--- src/rtl/reg_file_port_seq.sv ---
// reg_file_port_seq: serialises up to two reads and one write per decode
// request onto the single RegFile port and returns both operands together.
// Ports:
//   sys_clk, sys_rst                 clock, synchronous active-high reset
//   req_valid/req_ready, req_*       decode-side request (rs1, rs2, rd, data)
//   rsp_valid/rsp_ready, rsp_rs*     response with both read operands
//   rf_op, rf_rw, rf_reg_idx,
//   rf_data_w, rf_data_r             single RegFile access port
module reg_file_port_seq #(
   parameter int REG_IDX_WIDTH   = 5,
   parameter int DATA_WIDTH      = 32,
   parameter int RF_READ_LATENCY = 1,
   parameter int ZERO_REG_BYPASS = 1
) (
   input  logic                     sys_clk,
   input  logic                     sys_rst,
   input  logic                     req_valid,
   output logic                     req_ready,
   input  logic [REG_IDX_WIDTH-1:0] req_rs1,
   input  logic                     req_rs1_en,
   input  logic [REG_IDX_WIDTH-1:0] req_rs2,
   input  logic                     req_rs2_en,
   input  logic [REG_IDX_WIDTH-1:0] req_rd,
   input  logic                     req_rd_en,
   input  logic [DATA_WIDTH-1:0]    req_rd_data,
   output logic                     rsp_valid,
   input  logic                     rsp_ready,
   output logic [DATA_WIDTH-1:0]    rsp_rs1_data,
   output logic [DATA_WIDTH-1:0]    rsp_rs2_data,
   output logic                     rf_op,
   output logic                     rf_rw,
   output logic [REG_IDX_WIDTH-1:0] rf_reg_idx,
   output logic [DATA_WIDTH-1:0]    rf_data_w,
   input  logic [DATA_WIDTH-1:0]    rf_data_r
);

   typedef enum logic [2:0] {
      S_IDLE, S_RD1, S_W1, S_RD2, S_W2, S_WR, S_RESP
   } state_t;

   localparam logic [1:0] LP_LAST = 2'(RF_READ_LATENCY - 1);

   state_t                   r_state;
   state_t                   w_next;
   logic [REG_IDX_WIDTH-1:0] r_rs1, r_rs2, r_rd;
   logic                     r_rs1_en, r_rs2_en, r_rd_en;
   logic [DATA_WIDTH-1:0]    r_rd_data;
   logic [1:0]               r_cnt;

   logic                     w_acc;
   logic                     w_done;
   logic [REG_IDX_WIDTH-1:0] w_rs1, w_rs2, w_rd;
   logic                     w_rs1_en, w_rs2_en, w_rd_en;
   logic [DATA_WIDTH-1:0]    w_rd_data;
   logic                     w_need1, w_need2, w_needw;

   assign w_acc  = req_valid && req_ready && (r_state == S_IDLE);
   assign w_done = (r_cnt == LP_LAST);

   // In the accept cycle the phase plan comes straight from the request;
   // afterwards only the latched copy is used.
   assign w_rs1     = w_acc ? req_rs1     : r_rs1;
   assign w_rs2     = w_acc ? req_rs2     : r_rs2;
   assign w_rd      = w_acc ? req_rd      : r_rd;
   assign w_rs1_en  = w_acc ? req_rs1_en  : r_rs1_en;
   assign w_rs2_en  = w_acc ? req_rs2_en  : r_rs2_en;
   assign w_rd_en   = w_acc ? req_rd_en   : r_rd_en;
   assign w_rd_data = w_acc ? req_rd_data : r_rd_data;

   assign w_need1 = w_rs1_en && !((ZERO_REG_BYPASS != 0) && (w_rs1 == '0));
   assign w_need2 = w_rs2_en && !((ZERO_REG_BYPASS != 0) && (w_rs2 == '0));
   assign w_needw = w_rd_en  && !((ZERO_REG_BYPASS != 0) && (w_rd  == '0));

   always_comb begin
      w_next = r_state;
      unique case (r_state)
         S_IDLE: if (w_acc)
            w_next = w_need1 ? S_RD1 :
                     w_need2 ? S_RD2 :
                     w_needw ? S_WR  : S_RESP;
         S_RD1:  w_next = S_W1;
         S_W1:   if (w_done)
            w_next = w_need2 ? S_RD2 :
                     w_needw ? S_WR  : S_RESP;
         S_RD2:  w_next = S_W2;
         S_W2:   if (w_done)
            w_next = w_needw ? S_WR : S_RESP;
         S_WR:   w_next = S_RESP;
         S_RESP: if (rsp_ready) w_next = S_IDLE;
         default: w_next = S_IDLE;
      endcase
   end

   always_ff @(posedge sys_clk) begin
      if (sys_rst) begin
         r_state      <= S_IDLE;
         r_rs1        <= '0;
         r_rs2        <= '0;
         r_rd         <= '0;
         r_rs1_en     <= 1'b0;
         r_rs2_en     <= 1'b0;
         r_rd_en      <= 1'b0;
         r_rd_data    <= '0;
         r_cnt        <= '0;
         req_ready    <= 1'b1;
         rsp_valid    <= 1'b0;
         rsp_rs1_data <= '0;
         rsp_rs2_data <= '0;
         rf_op        <= 1'b0;
         rf_rw        <= 1'b0;
         rf_reg_idx   <= '0;
         rf_data_w    <= '0;
      end else begin
         r_state <= w_next;
         if (w_acc) begin
            r_rs1        <= req_rs1;
            r_rs2        <= req_rs2;
            r_rd         <= req_rd;
            r_rs1_en     <= req_rs1_en;
            r_rs2_en     <= req_rs2_en;
            r_rd_en      <= req_rd_en;
            r_rd_data    <= req_rd_data;
            rsp_rs1_data <= '0;
            rsp_rs2_data <= '0;
         end
         if ((r_state == S_W1) || (r_state == S_W2)) begin
            r_cnt <= w_done ? 2'd0 : r_cnt + 2'd1;
            if (w_done && (r_state == S_W1)) rsp_rs1_data <= rf_data_r;
            if (w_done && (r_state == S_W2)) rsp_rs2_data <= rf_data_r;
         end
         // Bus outputs are a registered decode of the state being entered;
         // the bus is all-zero whenever no access is issued.
         req_ready <= (w_next == S_IDLE);
         rsp_valid <= (w_next == S_RESP);
         rf_op     <= (w_next == S_RD1) || (w_next == S_RD2) ||
                      (w_next == S_WR);
         rf_rw     <= (w_next == S_WR);
         rf_reg_idx <= (w_next == S_RD1) ? w_rs1 :
                       (w_next == S_RD2) ? w_rs2 :
                       (w_next == S_WR)  ? w_rd  : '0;
         rf_data_w <= (w_next == S_WR) ? w_rd_data : '0;
      end
   end

endmodule

--- config.mk ---
export PLATFORM = sky130hd
export DESIGN_NAME = reg_file_port_seq
export DESIGN_NICKNAME = d
export VERILOG_FILES = /design/src/rtl/reg_file_port_seq.sv
export SDC_FILE = /design/constraint.sdc
export NUM_CORES = 1
export LEC_CHECK = 0
export ABC_AREA = 0
export BUFFER_PORTS_ARGS = -buffer_cell sky130_fd_sc_hd__buf_2
export CAP_MARGIN = 25
export CORE_MARGIN = 8
export CORE_UTILIZATION = 50
export CTS_CLUSTER_SIZE = 16
export DETAILED_ROUTE_END_ITERATION = 8
export MAX_ROUTING_LAYER = met4
export PLACE_DENSITY_LB_ADDON = 0.3
export SLEW_MARGIN = 20
export SYNTH_ARGS = -nofsm -noshare
export SYNTH_HDL_FRONTEND = slang
export SYNTH_SLANG_ARGS = --single-unit
--- constraint.sdc ---
create_clock -name sys_clk -period 2 [get_ports sys_clk]
set_input_delay 0.2 -clock sys_clk [delete_from_list [all_inputs] [get_ports sys_clk]]
set_output_delay 0.2 -clock sys_clk [all_outputs]
set_load 0.02 [all_outputs]
---- Yosys cells after proc, flatten, opt, wreduce, memory -nomap -nowiden ----
Index checks and enable logic that the tools add are counted.
operators by class
  add/sub/neg operators ................... 1
  $mul .................................... 0
  div/mod/pow operators ................... 0
  magnitude comparators ................... 0
  equality and inequality tests ........... 10
  shift-type cells ........................ 0
  multiplexer cells ....................... 25
  bitwise operators ....................... 1
  reduce and logical (&&, ||, !) cells .... 20
operators by type and width
  operator                                                               number
  32-bit two-way mux                                                     7
  5-bit two-way mux                                                      6
  3-bit case mux with 7 select lines                                     1
  3-bit two-way mux                                                      6
  3-bit equality test, second input constant                             5
  5-bit logical NOT                                                      3
  3-bit by 2-bit equality test with 1-bit output, second input constant  3
  1-bit logical AND                                                      7
  3-bit by 1-bit equality test with 1-bit output, second input constant  2
  3-bit logical NOT                                                      2
  2-bit two-way mux                                                      2
  1-bit logical NOT                                                      3
  1-bit logical OR                                                       3
  1-bit two-way mux                                                      3
  2-bit by 1-bit adder with 2-bit output, second input constant          1
  2-bit logical NOT                                                      1
  2-bit OR reduction                                                     1
  1-bit NOT                                                              1
storage, ports and cells
  flip-flop bits (word level) ............. 160
  bits in latches ......................... 0
  RAM bits ................................ 0
  memory bits (read-only) ................. 0
  input port bits ......................... 86
  word-level logic and storage cells ...... 74
  memories kept ........................... 0

---- Depth between registers and ports, before layout ----
Gate-level depths: netlist (run 1).
  word-level depth ........................ 15
  gate-level depth with buffers ........... 9
  depth with buffers taken out ............ 8

---- Worst setup path before layout (run 1) ----
Ideal clock, no wire load.
  path kind ............................... flip-flop to flip-flop
  start ................................... register r_rs2[0]
  end ..................................... register rf_reg_idx[0]
  library setup time ...................... 119 ps
  arrival ................................. 1,752 ps
  setup slack ............................. 129 ps
  cell stages (with the launch flop) ...... 8
  buffers on the path ..................... 1
  cell sequence ........................... dfxtp_1 or4_1 o21ai_1 a22oi_2 o221ai_4 buf_4 a22oi_1 o221a_1
between the ends
  longest elaborated chain between the ends .. 12
  elaborated cells between the ends (all ways) .. 15
  classes of those cells .................. eq/ne (3); mux (9); reduce/logical (3)
ends and longest elaborated chain
  element                             RTL line  source
  start, declared                     45        logic [REG_IDX_WIDTH-1:0] r_rs1, r_rs2, r_rd;
  start signal, assigned              117       r_rs2 <= req_rs2;
  5-bit two-way mux (*)               -
  5-bit logical NOT                   71        assign w_need2 = w_rs2_en && !((ZERO_REG_BYPASS != 0) && (w_rs2 == '0));
  1-bit logical NOT                   71
  1-bit logical AND                   71
  3-bit two-way mux                   79, 83
  3-bit two-way mux                   78        w_next = w_need1 ? S_RD1 :
  3-bit two-way mux                   77        S_IDLE: if (w_acc)
  3-bit case mux with 7 select lines  76        unique case (r_state)
  3-bit equality test                 140       (w_next == S_WR) ? w_rd : '0;
  5-bit two-way mux                   140
  5-bit two-way mux                   139       (w_next == S_RD2) ? w_rs2 :
  5-bit two-way mux (*)               138       rf_reg_idx <= (w_next == S_RD1) ? w_rs1 :
  end signal, assigned                138
  end, declared                       32        output logic [REG_IDX_WIDTH-1:0] rf_reg_idx,
Every way passes the cells marked *; elsewhere a longest branch is shown, timed or not.
A chain may end at the register's enable or synchronous reset.

---- Final worst setup path (run 1) ----
  start ................................... register r_rd[2]
  end ..................................... register rf_reg_idx[3]
between the ends
  longest elaborated chain between the ends .. 13
  elaborated cells between the ends (all ways) .. 17
  classes of those cells .................. eq/ne (3); mux (11); reduce/logical (3)
ends and longest elaborated chain
  element                                 RTL line    source
  start, declared                         45
  start signal, assigned                  118         r_rd <= req_rd;
  5-bit two-way mux (*)                   -
  5-bit logical NOT (*)                   72          assign w_needw = w_rd_en && !((ZERO_REG_BYPASS != 0) && (w_rd == '0));
  1-bit logical NOT (*)                   72
  1-bit logical AND (*)                   72
  2-bit two-way mux (*)                   80, 84, 87
  3-bit two-way mux                       79, 83
  3-bit two-way mux                       78
  3-bit two-way mux                       77
  3-bit case mux with 7 select lines (*)  76
  3-bit equality test                     140
  5-bit two-way mux                       140
  5-bit two-way mux                       139
  5-bit two-way mux (*)                   138
Marks and branches as above.

==> results of run 1 <==
[cell usage after synthesis (all sizes together) (6+ instances only)]
| library cell | number |
|---|---|
| buf | 17 |
| o21ai | 8 |
| nand2 | 71 |
| nand3 | 67 |
| a21oi | 67 |
| mux2i | 45 |
| dfxtp | 154 |
| nor2 | 58 |
| clkbuf | 35 |
| a22oi | 6 |
| nor3 | 32 |
[logic make-up (layout without fill, tap and decap cells)]
group / after synthesis / count (layout) / share of synthesized area (%)
simple gates: 244 / 244 / 22.2
compound gates: 94 / 94 / 10.2
fa+ha+maj: 2 / 2 / 0.442
flops: 154 / 154 / 54.5
buf+inv: 54 / 266 / 4.31
xor+xnor: 1 / 1 / 0.155
mux: 46 / 46 / 8.16
other cells: 0 / 1 / 0
[repair_timing]
item / 4_1_cts / 5_1_grt
gates cloned: 0 / 3
gates resized for setup: 8 / 39
hold endpoints to repair: 4 / 0
setup buffers: 0 / 7
hold buffers: 4 / 0
pin swaps: 3 / 27
endpoints found under the setup margin: 39 / 52
[final timing paths]
check	end	slack, ns	startpoint	cells after the start
worst min-delay path	rsp_rs1_data[30]	0.01	rf_data_r[30]	3
worst min register to register	rsp_rs2_data[10]	0.46	rsp_rs2_data[10]	2
worst max register to register	rf_reg_idx[3]	-0.06	r_rd[2]	7
worst max-delay path	rf_reg_idx[3]	-0.06	r_rd[2]	7
[flip-flops by register name, summed over array words and instances, names as in the netlist]
| register | count |
|---|---|
| r_rd_data | 32 |
| rf_data_w | 32 |
| r_cnt | 2 |
| r_rs2 | 5 |
| rsp_rs2_data | 32 |
| r_rd_en | 1 |
| rsp_valid | 1 |
| req_ready | 1 |
| rf_op | 1 |
| r_state | 3 |
| r_rs2_en | 1 |
| rsp_rs1_data | 32 |
| r_rd | 5 |
| rf_reg_idx | 5 |
| rf_rw | 1 |
[layout make-up]
| cell class | instances | area [um2] |
|---|---|---|
| Multi-Input combinational cell | 387 | 2560 |
| Tap cell | 143 | 179 |
| Inverter | 2 | 7.51 |
| Timing Repair Buffer | 232 | 1420 |
| Antenna cell | 1 | 2.50 |
| Fill cell | 837 | 3330 |
| Sequential cell | 154 | 3090 |
| Clock inverter | 13 | 193 |
| Clock buffer | 19 | 443 |
[routing by layer]
layer  GRT usage [%]  share of wire (%)  wire length (um)  vias up
met5               -                  0                 0        -
met4            9.52                2.5               416        0
met3            6.21                6.8              1150       27
met2            35.6                 51              8560      190
met1            23.8                 40              6640     2419
li1                -                  -                 -     2454
[critical path, delay by kind of cell (launching register included)]
family / cells / cell delay (ns)
DFF: 1 / 0.32
buffers and inverters: 1 / 0.17
and+or+nand+nor: 1 / 0.55
AOI/OAI and AO/OA: 4 / 0.79
muxes: 1 / 0.10
[power groups by stage]
stage               clock, mW  sequential (mW)  combinational, mW
global placement            0             3.85               3.38
detailed placement          0             3.88               3.46
floorplan                   0             4.19               2.00
finish                   3.40             3.85               3.95
global route             3.58             3.90               4.24
CTS                      3.44             3.83               3.52
[through the flow]
stage / setup WS [ns] / hold slack [ns]
after global placement: -0.0331 / 0.449
after floorplan: 0.129 / 0.336
final: -0.0582 / 0.0149
after detailed placement: -0.0900 / 0.456
after global routing: -0.122 / 0.00424
after CTS: 0.00177 / 0.000181
==> impl_metrics.ini, run 1 <==
[setup_path]
slowest_stage = or4_4
crit_type = register to register
cp_max_fo = 7
max_stage_delay_ns = 0.55
end_kind = register
start_kind = register
required_ns = 2.31
critical_path_arrival_ns = 2.37
path_cells = or4_4 > o21ai_2 > mux2i_2 > buf_4 > o211ai_4 > a22oi_1 > o221a_1

[pwr]
leakage_nw = 3.59
p_comb_share_pct = 35.3
p_seq_share_pct = 34.4
p_sw_share_pct = 35.3
intPower_mw = 7.24
pwr_density_cell_mw_per_mm2 = 1420
p_clk_share_pct = 30.4
p_sw_mw = 3.95
max-vdd-ir-drop_mv = 0.828
total_power_mw = 11.2

[sta]
hold_viol = 0
period_minus_slack_ns = 2.06
setup-violations-final = 4
worst_pin_slew_ns = 0.506
maxSlewHeadroom_pct = 66.3
rsz0062_at_grt = yes
final_max_slew_viol_count = 0
period_share_pct = 103
fin_skew_ns = 0.00879
fmax_mhz = 486
fin_setup_tns_ns = -0.0790
post-route-worst-setup-slack_ns = -0.0582

[synth]
synth-async-reset-ratio_pct = 0
synthesis.instances = 595
yosysWarnings = 0
yosysSeqAreaShare_pct = 54.5
syn_area_per_cell_um2 = 9.50
synth_top_area_share_pct = 54.5
synth_ff_type = dfxtp_1
ys_ff_latch = 154
synth-edff-count = 0
synth_top_cell_by_area = dfxtp_1
synthTopCellsByArea = dfxtp_1, mux2i_1, a21oi_1
synthDistinctLibCells = 40
syn_area_mm2 = 0.00566
syn_nets = 683

[cts]
clock_latency_ns = 0.43
numCtsBuffers = 17
cts_root_buffer = clkbuf_16
path_clk_slew_ns = 0.06
cts.sinks = 154
htreeDepth = 4
ctsLongestPathBuffers = 2
cts_tree = built

[final_layout]
final_cell_mix = buf_2, dfxtp_1, nand2_1
synthToLayoutAreaGrowth_pct = 39.6
mostFrequentLayoutCell = buf_2
final_core_util_pct = 70.3
drive_gt1_share_pct = 40.0
nets = 882
fin_area_mm2 = 0.00789
layout.cells.non_filler = 951

[place]
dp_hpwl_um = 11100
globalplace.congestion = 0.873
dp_cells = 904
place_area_mm2 = 0.00687
port_buffers = 190

[die]
row_count = 39
die_area_mm2 = 0.0150
die_y_um = 122
start_util_pct = 50.4
die_w_um = 122
pin_count = 191
core_area_mm2 = 0.0112

[status]
status = complete, but fails checks
failed_checks = setup timing

[global_routing]
grt_max_degree = 65
grt_pass1_vias = 4962
overflow = 0
grt_pass1_wl_um = 24500
track_usage_pct = 21.6
antenna_found_initial = 1

[drt]
avgViaCountPerCell = 5.35
drt-initial-drc-count = 412
ant_nets = 0
wirelength_um = 16800
drc = 0
vias = 5090
first_pass_iters = 6
wl_per_cell_um = 17.6

[run]
maxCapViolCount = 0

[hold_path]
hp-class = primary input to register
Power figures use the tool's default switching activity.
==> inputs of run 2 (changes only) <==
==> constraint.sdc (replaced) <==
create_clock -name sys_clk -period 2.14 [get_ports sys_clk]
set_input_delay 0.214 -clock sys_clk [delete_from_list [all_inputs] [get_ports sys_clk]]
set_output_delay 0.214 -clock sys_clk [all_outputs]
set_load 0.02 [all_outputs]
==> run 2 against run 1 <==
Compared with the run above: the run now ends clean; sequential power down 7.0%; worst setup slack improved by 0.11 ns; global-route usage down 0.75 points; clock power down 8.2%; routed wire length is 5.6% lower; via count is 1.2% lower; worst hold slack better by 0.029 ns; largest power group is now sequential cells.
==> impl_metrics.ini, run 2 (synthesis gave the netlist of run 1 again) <==
[cts]
ctsHoldBuffers = 0
cts_tree = built
cts_root_buffer = clkbuf_16
numCtsBuffers = 17
path_clk_slew_ns = 0.06
clock_latency_ns = 0.42
ctsLongestPathBuffers = 2
cts.sinks = 154
htreeDepth = 4

[final_layout]
mostFrequentLayoutCell = buf_2
nets = 862
synthToLayoutAreaGrowth_pct = 31.9
fin_area_mm2 = 0.00746
final_cell_mix = buf_2, dfxtp_1, nand2_1
drive_gt1_share_pct = 36.3
final_core_util_pct = 66.5

[sta]
fmax_mhz = 479
fin_skew_ns = 0.00935
hold_viol = 0
period_share_pct = 97.6
maxSlewHeadroom_pct = 68.1
period_minus_slack_ns = 2.09
rsz0062_at_grt = yes
setup-violations-final = 0
fin_setup_tns_ns = 0
final_max_slew_viol_count = 0
worst_pin_slew_ns = 0.479

[global_routing]
track_usage_pct = 20.8
grt_pass1_wl_um = 24200
overflow = 0
antenna_found_initial = 1
grt_pass1_vias = 5032
grt_max_degree = 65

[drt]
avgViaCountPerCell = 5.40
drt-initial-drc-count = 462
wirelength_um = 15800
first_pass_iters = 5
ant_nets = 0
vias = 5030
wl_per_cell_um = 17.0
drc = 0

[pwr]
pwr_density_cell_mw_per_mm2 = 1330
leakage_nw = 3.39
max-vdd-ir-drop_mv = 0.716

[setup_path]
max_stage_delay_ns = 0.58
start_kind = register
r2r_setup_slack_ns = 0.05
required_ns = 2.46
crit_family = simple AND/OR/NAND/NOR gates
path_depth = 6
cp_max_fo = 7
path_cells = or4_1 > o2111a_1 > nor2_2 > nand3_2 > and2_1 > o31ai_1
reg2reg_to = req_ready
r2r-start = r_rs2[0]
ff2ff_path_depth = 6
critical_path_arrival_ns = 2.41
path_buf_inv = 0
end_kind = register
crit_type = register to register
slowest_stage = or4_1
endpoint = req_ready
critPathLaunch = r_rs2[0]

[run]
maxCapViolCount = 0

[place]
port_buffers = 190
dp_hpwl_um = 10900
place_area_mm2 = 0.00678
globalplace.congestion = 0.884

[die]
die_area_mm2 = 0.0150
row_count = 39
die_w_um = 122
core_area_mm2 = 0.0112
pin_count = 191
start_util_pct = 50.4
die_y_um = 122

[status]
status = completed

[hold_path]
hold_depth = 3
hp-class = primary input to register
run 2: cell count changes in the layout (fill, tap and decap cells not counted), moves of 3 or more:
cell           before  now
nor3_4              9    0
dfxtp_2             6    0
clkinvlp_4          5    2
nor3_2             22   29
dfxtp_1           148  154
nor2_1             53   56
buf_12              7    4
buf_4              26   18
dlygate4sd3_1       4    0
run 2: through the flow:
stage / cells / hold WS (ns) / worst slack, ns / power, mW
floorplan: 595 / 0.350 / 0.269 / 5.79
global placement: 895 / 0.451 / 0.117 / 6.67
detailed placement: 895 / 0.456 / 0.0798 / 6.78
CTS: 927 / 0.0360 / 0.00791 / 9.89
global route: 931 / 0.0422 / -0.0328 / 10.4
finish: 932 / 0.0437 / 0.0503 / 9.95
run 2: layout make-up:
type | instances | area [um2]
diodes | 2 | 5.00
clock buffers | 21 | 460
clock inverters | 11 | 160
fillers | 934 | 3760
inverters | 2 | 7.51
multi-input cells | 387 | 2390
flip-flops and latches | 154 | 3080
well taps | 143 | 179
repair buffers | 212 | 1170
run 2: power breakdown:
part           switching [mW]  internal (mW)
logic                    2.07           1.19
registers               0.235           3.34
clock network            1.20           1.92
total                    3.50           6.45
run 2: how the worst min path moves through the flow:
stage / from / endpoint / slack [ns]
2_1_floorplan: req_rd_en / r_rd_en / 0.35
3_3_place_gp: rsp_rs1_data[22] / rsp_rs1_data[22] / 0.45
5_1_grt: rf_data_r[1] / rsp_rs1_data[1] / 0.04
6_report: rf_data_r[27] / rsp_rs2_data[27] / 0.04
4_1_cts: rf_data_r[20] / rsp_rs1_data[20] / 0.04
3_5_place_dp: rsp_rs2_data[17] / rsp_rs2_data[17] / 0.46
run 2: per-layer routing:
metal / share of wire (%) / GRT usage [%] / vias up
li1: - / - / 2411
met1: 40 / 23.0 / 2397
met2: 50 / 34.6 / 188
met3: 6.9 / 5.34 / 34
met4: 2.8 / 9.60 / 0
met5: 0 / - / -
run 2: what timing repair did:
item	in CTS	in global routing
endpoints found under the setup margin	0	81
buffers inserted	0	3
gates resized for setup	0	7
run 2: worst min-delay path, cell delays in order:
cell,delay [ns]
buf_2,0.10
nand2_1,0.05
a21oi_1,0.05
==> inputs of run 3 (changes only) <==
--- a/config.mk
+++ b/config.mk
@@ -14,6 +14,7 @@
 export DETAILED_ROUTE_END_ITERATION = 8
 export MAX_ROUTING_LAYER = met4
 export PLACE_DENSITY_LB_ADDON = 0.3
+export REMOVE_ABC_BUFFERS = 1
 export SLEW_MARGIN = 20
 export SYNTH_ARGS = -nofsm -noshare
 export SYNTH_HDL_FRONTEND = slang
==> run 3 against run 2 <==
Compared with the run above: worst hold slack worse by 0.0048 ns; sequential share of layout area rose by 0.52 points; first-iteration DRC count down 34%; worst setup slack better by 0.032 ns; non-clock buffer count decreased by 1; clock power is 12% lower; sequential power about the same.
==> impl_metrics.ini, run 3 (synthesis gave the netlist of run 1 again) <==
[status]
status = completed

[run]
maxCapViolCount = 0

[global_routing]
antenna_found_initial = 0
grt_pass1_vias = 4982
track_usage_pct = 20.8
grt_max_degree = 83
grt_pass1_wl_um = 24000
overflow = 0

[die]
row_count = 39
start_util_pct = 50.4
die_y_um = 122
die_area_mm2 = 0.0150
die_w_um = 122
pin_count = 191
core_area_mm2 = 0.0112

[final_layout]
nets = 861
mostFrequentLayoutCell = buf_2
synthToLayoutAreaGrowth_pct = 30.3
antennaDiodeCount = 0
final_cell_mix = buf_2, dfxtp_1, nand2_1
drive_gt1_share_pct = 36.2

[drt]
first_pass_iters = 5
vias = 4928
wirelength_um = 15500
drt-initial-drc-count = 305
avgViaCountPerCell = 5.31
wl_per_cell_um = 16.6
drc = 0
dr_wl_met2_um = 7630
wl_met1_um = 6280
wl_met3_um = 1220
top_layer = met4
ant_nets = 0

[pwr]
leakage_nw = 3.36
pwr_density_cell_mw_per_mm2 = 1300
total_power_mw = 9.55
max-vdd-ir-drop_mv = 0.693

[cts]
clock_latency_ns = 0.43
ctsHoldBuffers = 0
cts.sinks = 154
cts_root_buffer = clkbuf_16
path_clk_slew_ns = 0.06
htreeDepth = 4
numCtsBuffers = 17
cts_tree = built
ctsLongestPathBuffers = 2

[sta]
rsz0062_at_grt = no
final_max_slew_viol_count = 0
fin_setup_tns_ns = 0
fmax_mhz = 486
setup-violations-final = 0
hold_viol = 0
worst_pin_slew_ns = 0.491
maxSlewHeadroom_pct = 67.3
post-route-worst-setup-slack_ns = 0.0820
period_minus_slack_ns = 2.06
period_share_pct = 96.2
fin_skew_ns = 0.0158

[setup_path]
cp_max_fo = 7
start_kind = register
crit_type = register to register
ff2ff_path_depth = 6
critical_path_arrival_ns = 2.39
end_kind = register
required_ns = 2.48

[hold_path]
hp-class = primary input to register
hold_depth = 3

[place]
dp_hpwl_um = 10800
preCtsSetupSlack_ns = 0.00229
globalplace.congestion = 0.875
port_buffers = 190
## run 3: timing repair
| item | CTS | global route |
|---|---|---|
| setup buffers | 0 | 3 |
| resized for setup | 2 | 3 |
| pin swaps | 0 | 6 |
| hold endpoints to repair | 0 | 0 |
| endpoints found under the setup margin | 2 | 38 |
## run 3: stage by stage
step | area [um2] | util, % | std cells | hold WS, ns
3_5_place_dp | 6790 | 60.5 | 894 | 0.455
4_1_cts | 7340 | 65.4 | 925 | 0.0253
2_1_floorplan | 5420 | - | 543 | 0.283
3_3_place_gp | 6790 | 60.5 | 894 | 0.449
6_report | 7370 | 65.7 | 928 | 0.0388
5_1_grt | 7370 | 65.7 | 928 | 0.0313
## run 3: where the power goes
group,internal [mW],total (mW),switching [mW]
Sequential,3.34,3.55,0.206
Clock,1.61,2.75,1.14
Combinational,1.18,3.25,2.07
## run 3: layout make-up
| class | instances | area, um2 |
|---|---|---|
| fill | 925 | 3850 |
| sequential | 154 | 3080 |
| multi-input combinational | 387 | 2380 |
| timing repair buffer | 211 | 1170 |
| clock buffer | 19 | 443 |
| tap | 143 | 179 |
| clock inverter | 12 | 101 |
| inverter | 2 | 7.51 |
## run 3: worst max-delay path, stage by stage (launching register included)
cell and delay (ns):
dfxtp_1 0.31, or4_1 0.56, o221ai_1 0.22, o221ai_1 0.23
nor2_1 0.29, nor2_4 0.10, o31ai_1 0.26
## run 3: final timing paths
kind | start | to | slack (ns)
setup reg to reg | r_rd[2] | req_ready | 0.08
hold reg to reg | rsp_rs2_data[17] | rsp_rs2_data[17] | 0.46
hold / removal | rf_data_r[7] | rsp_rs1_data[7] | 0.04
setup / recovery | r_rd[2] | req_ready | 0.08
## run 3: routing by layer
metal	GRT usage, %	up-vias
met4	10.4	0
met3	6.07	25
met1	23.5	2311
met5	-	-
li1	-	2407
met2	33.3	185
